### config.mk
export PLATFORM = sky130hd
export DESIGN_NAME = pool1_ctrl
export DESIGN_NICKNAME = d
export VERILOG_FILES = /design/src/rtl/pool1_ctrl.sv
export SDC_FILE = /design/constraint.sdc
export NUM_CORES = 1
export LEC_CHECK = 0
export CORE_UTILIZATION = 35
export CTS_CLUSTER_SIZE = 14
export DETAILED_ROUTE_END_ITERATION = 6
export HOLD_SLACK_MARGIN = 0.06
export SLEW_MARGIN = 20
export SYNTH_ARGS = -nofsm -noshare
export SYNTH_HDL_FRONTEND = slang
export SYNTH_SLANG_ARGS = --single-unit
### constraint.sdc
create_clock -name clk -period 4.1 [get_ports clk]
set_clock_uncertainty 0.15 [all_clocks]
set_input_delay 0.615 -clock clk [delete_from_list [all_inputs] [get_ports clk]]
set_output_delay 0.615 -clock clk [all_outputs]
set_load 0.01 [all_outputs]
### src/rtl/pool1_ctrl.sv
// 2x2/stride-2 pooling of the 28x28 f2 map into the 14x14 f3 map; first write 5+RD_LAT cycles after RUN entry.
// Default build is max pooling; defining POOL1_AVG_EN selects average pooling with identical timing.
module pool1_ctrl #(
  parameter int DW     = 16,
  parameter int RD_LAT = 2
) (
  input  logic          clk,
  input  logic          rst_n,
  input  logic          pool1_start,
  output logic [9:0]    f2_raddr,
  input  logic [DW-1:0] f2_rdata,
  output logic [7:0]    f3_waddr,
  output logic [DW-1:0] f3_wdata,
  output logic          f3_wr_en,
  output logic          pool1_busy,
  output logic          pool1_done
);

`ifdef POOL1_AVG_EN
  localparam int AW = DW + 2;
`else
  localparam int AW = DW;
`endif

  typedef enum logic [2:0] {
    S_IDLE = 3'b001,
    S_RUN  = 3'b010,
    S_DONE = 3'b100
  } state_t;

  state_t state_q, state_d;

  logic       cnt0_q, cnt0_d;
  logic       cnt1_q, cnt1_d;
  logic [3:0] cnt2_q, cnt2_d;
  logic [3:0] cnt3_q, cnt3_d;

  logic       issue;
  logic       last_elem;
  logic [9:0] raddr_d, raddr_q;
  logic [9:0] row10;
  logic [7:0] waddr_d;
  logic [7:0] row8;

  assign issue     = (state_q == S_RUN);
  assign last_elem = cnt0_q & cnt1_q & (cnt2_q == 4'd13) & (cnt3_q == 4'd13);

  always_comb begin
    state_d = state_q;
    case (state_q)
      S_IDLE:  if (pool1_start) state_d = S_RUN;
      S_RUN:   if (last_elem) state_d = S_DONE;
      S_DONE:  state_d = S_IDLE;
      default: state_d = S_IDLE;
    endcase
  end

  // Odometer: column-in-window fastest, output row slowest.
  always_comb begin
    cnt0_d = cnt0_q;
    cnt1_d = cnt1_q;
    cnt2_d = cnt2_q;
    cnt3_d = cnt3_q;
    if (issue) begin
      cnt0_d = ~cnt0_q;
      if (cnt0_q) begin
        cnt1_d = ~cnt1_q;
        if (cnt1_q) begin
          cnt2_d = (cnt2_q == 4'd13) ? 4'd0 : cnt2_q + 4'd1;
          if (cnt2_q == 4'd13) begin
            cnt3_d = (cnt3_q == 4'd13) ? 4'd0 : cnt3_q + 4'd1;
          end
        end
      end
    end
  end

  // row*28 = row*16 + row*8 + row*4 ; cnt3*14 = cnt3*8 + cnt3*4 + cnt3*2
  assign row10   = {5'd0, cnt3_q, cnt1_q};
  assign raddr_d = (row10 << 4) + (row10 << 3) + (row10 << 2) + {5'd0, cnt2_q, cnt0_q};
  assign row8    = {4'd0, cnt3_q};
  assign waddr_d = (row8 << 3) + (row8 << 2) + (row8 << 1) + {4'd0, cnt2_q};

  always_ff @(posedge clk or negedge rst_n) begin
    if (!rst_n) begin
      state_q <= S_IDLE;
      cnt0_q  <= 1'b0;
      cnt1_q  <= 1'b0;
      cnt2_q  <= 4'd0;
      cnt3_q  <= 4'd0;
      raddr_q <= 10'd0;
    end else begin
      state_q <= state_d;
      cnt0_q  <= cnt0_d;
      cnt1_q  <= cnt1_d;
      cnt2_q  <= cnt2_d;
      cnt3_q  <= cnt3_d;
      if (issue) raddr_q <= raddr_d;
    end
  end

  assign f2_raddr = raddr_q;

  // Element tags ride alongside the read: one stage for the address register plus RD_LAT.
  logic [RD_LAT:0]      vld_pipe_q;
  logic [RD_LAT:0]      first_pipe_q;
  logic [RD_LAT:0]      last_pipe_q;
  logic [RD_LAT:0][7:0] waddr_pipe_q;
  logic [RD_LAT+1:0]    done_pipe_q;

  always_ff @(posedge clk or negedge rst_n) begin
    if (!rst_n) begin
      vld_pipe_q   <= '0;
      first_pipe_q <= '0;
      last_pipe_q  <= '0;
      waddr_pipe_q <= '0;
      done_pipe_q  <= '0;
    end else begin
      vld_pipe_q   <= {vld_pipe_q[RD_LAT-1:0], issue};
      first_pipe_q <= {first_pipe_q[RD_LAT-1:0], ~cnt0_q & ~cnt1_q};
      last_pipe_q  <= {last_pipe_q[RD_LAT-1:0], cnt0_q & cnt1_q};
      waddr_pipe_q <= {waddr_pipe_q[RD_LAT-1:0], waddr_d};
      done_pipe_q  <= {done_pipe_q[RD_LAT:0], state_q == S_DONE};
    end
  end

  logic                 al_vld, al_first, al_last;
  logic [7:0]           al_waddr;
  logic signed [AW-1:0] rdata_x;
  logic signed [AW-1:0] acc_q, acc_nxt;
  logic [DW-1:0]        result;

  assign al_vld   = vld_pipe_q[RD_LAT];
  assign al_first = first_pipe_q[RD_LAT];
  assign al_last  = last_pipe_q[RD_LAT];
  assign al_waddr = waddr_pipe_q[RD_LAT];
  assign rdata_x  = AW'($signed(f2_rdata));

`ifdef POOL1_AVG_EN
  always_comb begin
    acc_nxt = al_first ? rdata_x : acc_q + rdata_x;
    result  = acc_nxt[AW-1:2];
  end
`else
  // Strict greater-than so ties keep the accumulator.
  always_comb begin
    acc_nxt = al_first ? rdata_x : ((rdata_x > acc_q) ? rdata_x : acc_q);
    result  = acc_nxt;
  end
`endif

  logic          wr_en_q;
  logic [DW-1:0] wdata_q;
  logic [7:0]    waddr_q;

  always_ff @(posedge clk or negedge rst_n) begin
    if (!rst_n) begin
      acc_q   <= '0;
      wr_en_q <= 1'b0;
      wdata_q <= '0;
      waddr_q <= 8'd0;
    end else begin
      if (al_vld) acc_q <= acc_nxt;
      wr_en_q <= al_vld & al_last;
      if (al_vld & al_last) begin
        wdata_q <= result;
        waddr_q <= al_waddr;
      end
    end
  end

  assign f3_wr_en   = wr_en_q;
  assign f3_wdata   = wdata_q;
  assign f3_waddr   = waddr_q;
  assign pool1_done = done_pipe_q[RD_LAT+1];
  assign pool1_busy = (state_q != S_IDLE) | (|done_pipe_q);

endmodule

Word-level counts from Yosys, hierarchy flattened
Index checks and enable logic that the tools add are counted.
Word-level totals
  output and inout bits: 37
  bits in registers: 101
  logic and storage cells: 54
Operators by class
  equal/unequal tests: 8
  reductions and logical operators: 5
  mux-type cells: 7
  magnitude comparators: 1
  bitwise operators: 8
  add/sub/neg operators: 8
Operators by type and width (count)
  2-to-1 mux 16 bit: 2
  greater-than comparator 16 bit: 1
  adder 10 x 5 -> 10 bit: 1
  adder 10 x 7 -> 10 bit: 1
  adder 9 x 8 -> 10 bit: 1
  adder 4 x 1 -> 4 bit (second input constant): 2
  adder 7 x 6 -> 8 bit: 1
  adder 8 x 4 -> 8 bit: 1
  adder 8 x 5 -> 8 bit: 1
  == test 4 bit (second input constant): 2
  2-to-1 mux 4 bit: 2
  2-to-1 mux 3 bit: 2
  one-hot mux 3 bit (2 select lines): 1
  AND 1 bit: 5
  AND reduction 2 bit: 2
  AND reduction 4 bit: 1
  OR reduction 4 bit: 1
  == test 3 x 1 -> 1 bit (second input constant): 1
  == test 3 x 2 -> 1 bit (second input constant): 1
  == test 3 bit (second input constant): 1
  != test 3 x 1 -> 1 bit (second input constant): 1
  AND reduction 3 bit: 1
  != test 2 x 1 -> 1 bit (second input constant): 1
  != test 2 bit (second input constant): 1
  2 further kinds: 3

Logic depth before layout (Yosys ltp)
  word-level depth: 5
  mapped depth: 11
  depth with buffers taken out: 11

Worst setup path before layout
No wires, ideal clock.
  kind: reg2reg
  start: reg cnt3_q[0]
  end: reg waddr_pipe_q[7] (netlist name)
  path slack: 1172 ps
  arrival time: 2698 ps
  buffers on the path: 0
  stages on the path, launching flop included: 10
  period minus slack after synthesis: 2928 ps
  cell sequence: dfrtp_1 > inv_1 > fa_1 > inv_1 > fa_1 > ha_1 > fa_1 > a21o_1 > a21oi_1 > xnor2_1
Between the ends
  cells in the longest elaborated chain, start to end: 3
RTL lines
  start: declaration: RTL line 36  | logic [3:0] cnt3_q, cnt3_d;
  start signal: assignment: RTL line 97  | cnt3_q <= cnt3_d;
  adder 7 x 6 -> 8 bit: RTL line 82  | assign waddr_d = (row8 << 3) + (row8 << 2) + (row8 << 1) + {4'd0, cnt2_q};
  adder 8 x 5 -> 8 bit *: RTL line 82
  adder 8 x 4 -> 8 bit *: RTL line 82
  net waddr_d[7]: RTL line 42  | logic [7:0] waddr_d;
  end signal: assignment: RTL line 122  | waddr_pipe_q <= {waddr_pipe_q[RD_LAT-1:0], waddr_d};
  end: declaration: RTL line 108  | logic [RD_LAT:0][7:0] waddr_pipe_q;
The timed path passes the listed nets; every way through them passes the cells marked *.
A chain may end at the register's enable or synchronous reset.

Final worst setup path
  start: in f2_rdata[1]
  end: reg acc_q[9]
Between the ends
  cells in the longest elaborated chain, start to end: 3
RTL lines
  start: declaration: RTL line 11  | input logic [DW-1:0] f2_rdata,
  greater-than comparator 16 bit: RTL line 147  | acc_nxt = al_first ? rdata_x : ((rdata_x > acc_q) ? rdata_x : acc_q);
  2-to-1 mux 16 bit (2 in series): RTL line 147
  end signal: assignment: RTL line 163  | if (al_vld) acc_q <= acc_nxt;
  end: declaration: RTL line 130  | logic signed [AW-1:0] acc_q, acc_nxt;
Every way passes these cells.

==> flow_metrics.py <==
metrics = {
    "run_status": {
        "outcome": "finished clean",
    },
    "global_routing": {
        "grt_pass1_wl_um": 15100,
        "grt_pass1_vias": 3127,
        "grt.total_usage_pct": 13.9,
        "grt_util_met3_pct": 3.76,
        "grt_util_met1_pct": 17.2,
        "grt_max_degree": 79,
        "top_usage_layer": "met2",
        "grtUsageMet2_pct": 22.8,
        "grt_overflow_total": 0,
        "antenna_found_initial": 0,
    },
    "sta": {
        "worstMarginPinSlew_ns": 0.829,
        "relSlewSlack_pct": 44.8,
        "finalCriticalPeriod_ns": 3.36,
        "grt_setup_unrepaired": "no",
        "tns_ns": 0,
        "drv_slew": 0,
        "hold_viol": 0,
        "setup-violations-final": 0,
        "fmax_ghz": 0.298,
        "finalCritPeriodShare_pct": 81.9,
    },
    "logic_synthesis": {
        "syn_area_per_cell_um2": 12.0,
        "synth-seq-cells": 101,
        "yosys-top-cells-count": "dfrtp_1 (100), ha_1 (38), nand2_1 (30)",
        "synth_area_mm2": 0.00474,
        "synth-edff-count": 0,
        "synth_area_leaders": "dfrtp_1 (53%), ha_1 (10%), fa_1 (4.6%)",
        "yosysSeqAreaShare_pct": 53.4,
        "synth_nets": 462,
        "synth_warnings": 0,
        "synth_top_area_share_pct": 52.8,
        "synthDistinctLibCells": 45,
        "synth_flop_cell": "dfrtp_1",
        "post-synth-top-count-cell": "dfrtp_1",
        "async_reset_ff_share_pct": 100,
        "synth_top_cell_by_area": "dfrtp_1",
        "syn_inst": 394,
    },
    "cells_and_area": {
        "instances_no_fill": 633,
        "area_growth_pct": 22.5,
        "drive_gt1_share_pct": 12.3,
        "antenna_cells": 0,
        "nets": 520,
    },
    "detailed_routing": {
        "final_antenna_net_count": 0,
        "vias": 2999,
        "drc": 0,
        "routed_via_density": 4.74,
        "dr.pass1.iters": 4,
        "drt_wl_total_um": 8610,
        "first_iter_violations": 162,
        "routedWlPerCell_um": 13.6,
    },
    "placed_design": {
        "hpwl_um": 5980,
        "gp_congestion": 0.745,
        "port_buffers": 55,
        "place_inst": 616,
    },
    "worst_setup_path": {
        "crit_required_ns": 4.18,
        "worstPathArrival_ns": 3.44,
        "crit_fanout": 17,
        "r2r_setup_slack_ns": 0.99,
        "cp-start-kind": "primary input",
        "end_kind": "register",
        "critPathKind": "in -> reg",
    },
    "clock_network": {
        "root_buffer": "clkbuf_16",
        "cts_hold_buf": 0,
        "cts_buffers": 9,
        "htreeDepth": 3,
        "cts.sinks": 101,
        "cts_setup_buffers": 0,
        "insertion_delay_ns": 0.34,
        "path_clk_slew_ns": 0.07,
        "clk_path_buf_depth": 2,
        "cts_tree": "done",
        "cts_resized": 0,
    },
    "floorplanning": {
        "rows": 42,
        "initial_core_util_pct": 35.8,
        "die_w_um": 118,
        "core_region_area_mm2": 0.0132,
        "ios": 56,
        "dieArea_mm2": 0.0140,
        "dieHeight_um": 118,
    },
    "hold_path": {
        "hold_class": "in -> async",
    },
    "power": {
        "p_leak_nw": 2.76,
        "peakVddDrop_mv": 0.235,
        "power_density_mw_per_mm2": 415,
    },
    "job": {
        "cap_violations": 0,
    },
}
==> state kept, by name (all words and copies together), names as in the netlist, 8 cells and up <==
name	flops
f3_wdata	16
f2_raddr	10
waddr_pipe_q	16
acc_q	16
f3_waddr	8
al_waddr	8
==> logic make-up after synthesis <==
| family | synth area share [%] |
|---|---|
| compound gates | 9.53 |
| xor+xnor | 2.22 |
| fa+ha+maj | 14.7 |
| buf+inv | 3.72 |
| flops | 53.4 |
| mux | 6.73 |
| simple gates | 9.74 |
==> path summary, 6_finish.rpt <==
kind / start / to / cells after the start
hold reg to reg: waddr_pipe_q[12] / al_waddr[4] / 0
setup reg to reg: cnt3_q[0] / f2_raddr[9] / 11
max in group asynchronous: rst_n / acc_q[1] / 2
setup / recovery: f2_rdata[1] / acc_q[9] / 8
hold / removal: rst_n / f3_wdata[8] / 1
min in group clk: waddr_pipe_q[12] / al_waddr[4] / 0
==> final cells by class <==
type	instances	area, um2
clock inverter	7	95.1
timing repair buffer	60	598
clock buffer	9	225
inverter	28	105
fill	1254	7440
multi-input combinational	252	2030
tap	176	220
sequential	101	2530
==> worst max-delay path: stages <==
cell and delay, ns:
clkdlybuf4s50_1 0.45, ha_1 0.32, nor2b_1 0.13, o211ai_1 0.24
a21boi_4 0.12, o31ai_4 0.73, nand3_4 0.43, mux2_4 0.41
==> report_power, final <==
group,internal [mW],switching [mW]
Clock,0.537,0.370
Sequential,1.06,0.0377
Combinational,0.214,0.190
==> metal layers <==
metal	vias to the layer above	part of all wire, %	wire length (um)
li1	1466	-	-
met1	1473	46	3980
met2	50	48	4160
met3	10	3.7	321
met4	0	1.8	155
met5	-	0	0
==> stage by stage <==
step           power (mW)  cell area, um2  hold WS (ns)  worst slack (ns)  utilization [%]
2_1_floorplan        1.35            4740         0.169              1.17                -
3_3_place_gp         1.52            5470         0.182             0.397             41.3
3_5_place_dp         1.53            5470         0.186             0.368             41.3
4_1_cts              2.45            5790         0.200             0.731             43.7
5_1_grt              2.54            5810         0.143             0.598             43.8
6_report             2.41            5810        0.0975             0.740             43.8
==> layout by cell type (no fill, tap or decap), drive strengths merged, types with 6 or more instances in the layout <==
cell type / count
nand2: 30
a31oi: 18
dfrtp: 100
clkbuf: 9
o21ai: 25
nand3: 21
buf: 6
mux2: 25
nor2: 26
a21o: 6
xnor2: 7
a21oi: 11
ha: 38
inv: 30
clkdlybuf4s50: 54
fa: 11
No activity file was read; power rests on OpenSTA's default activity.
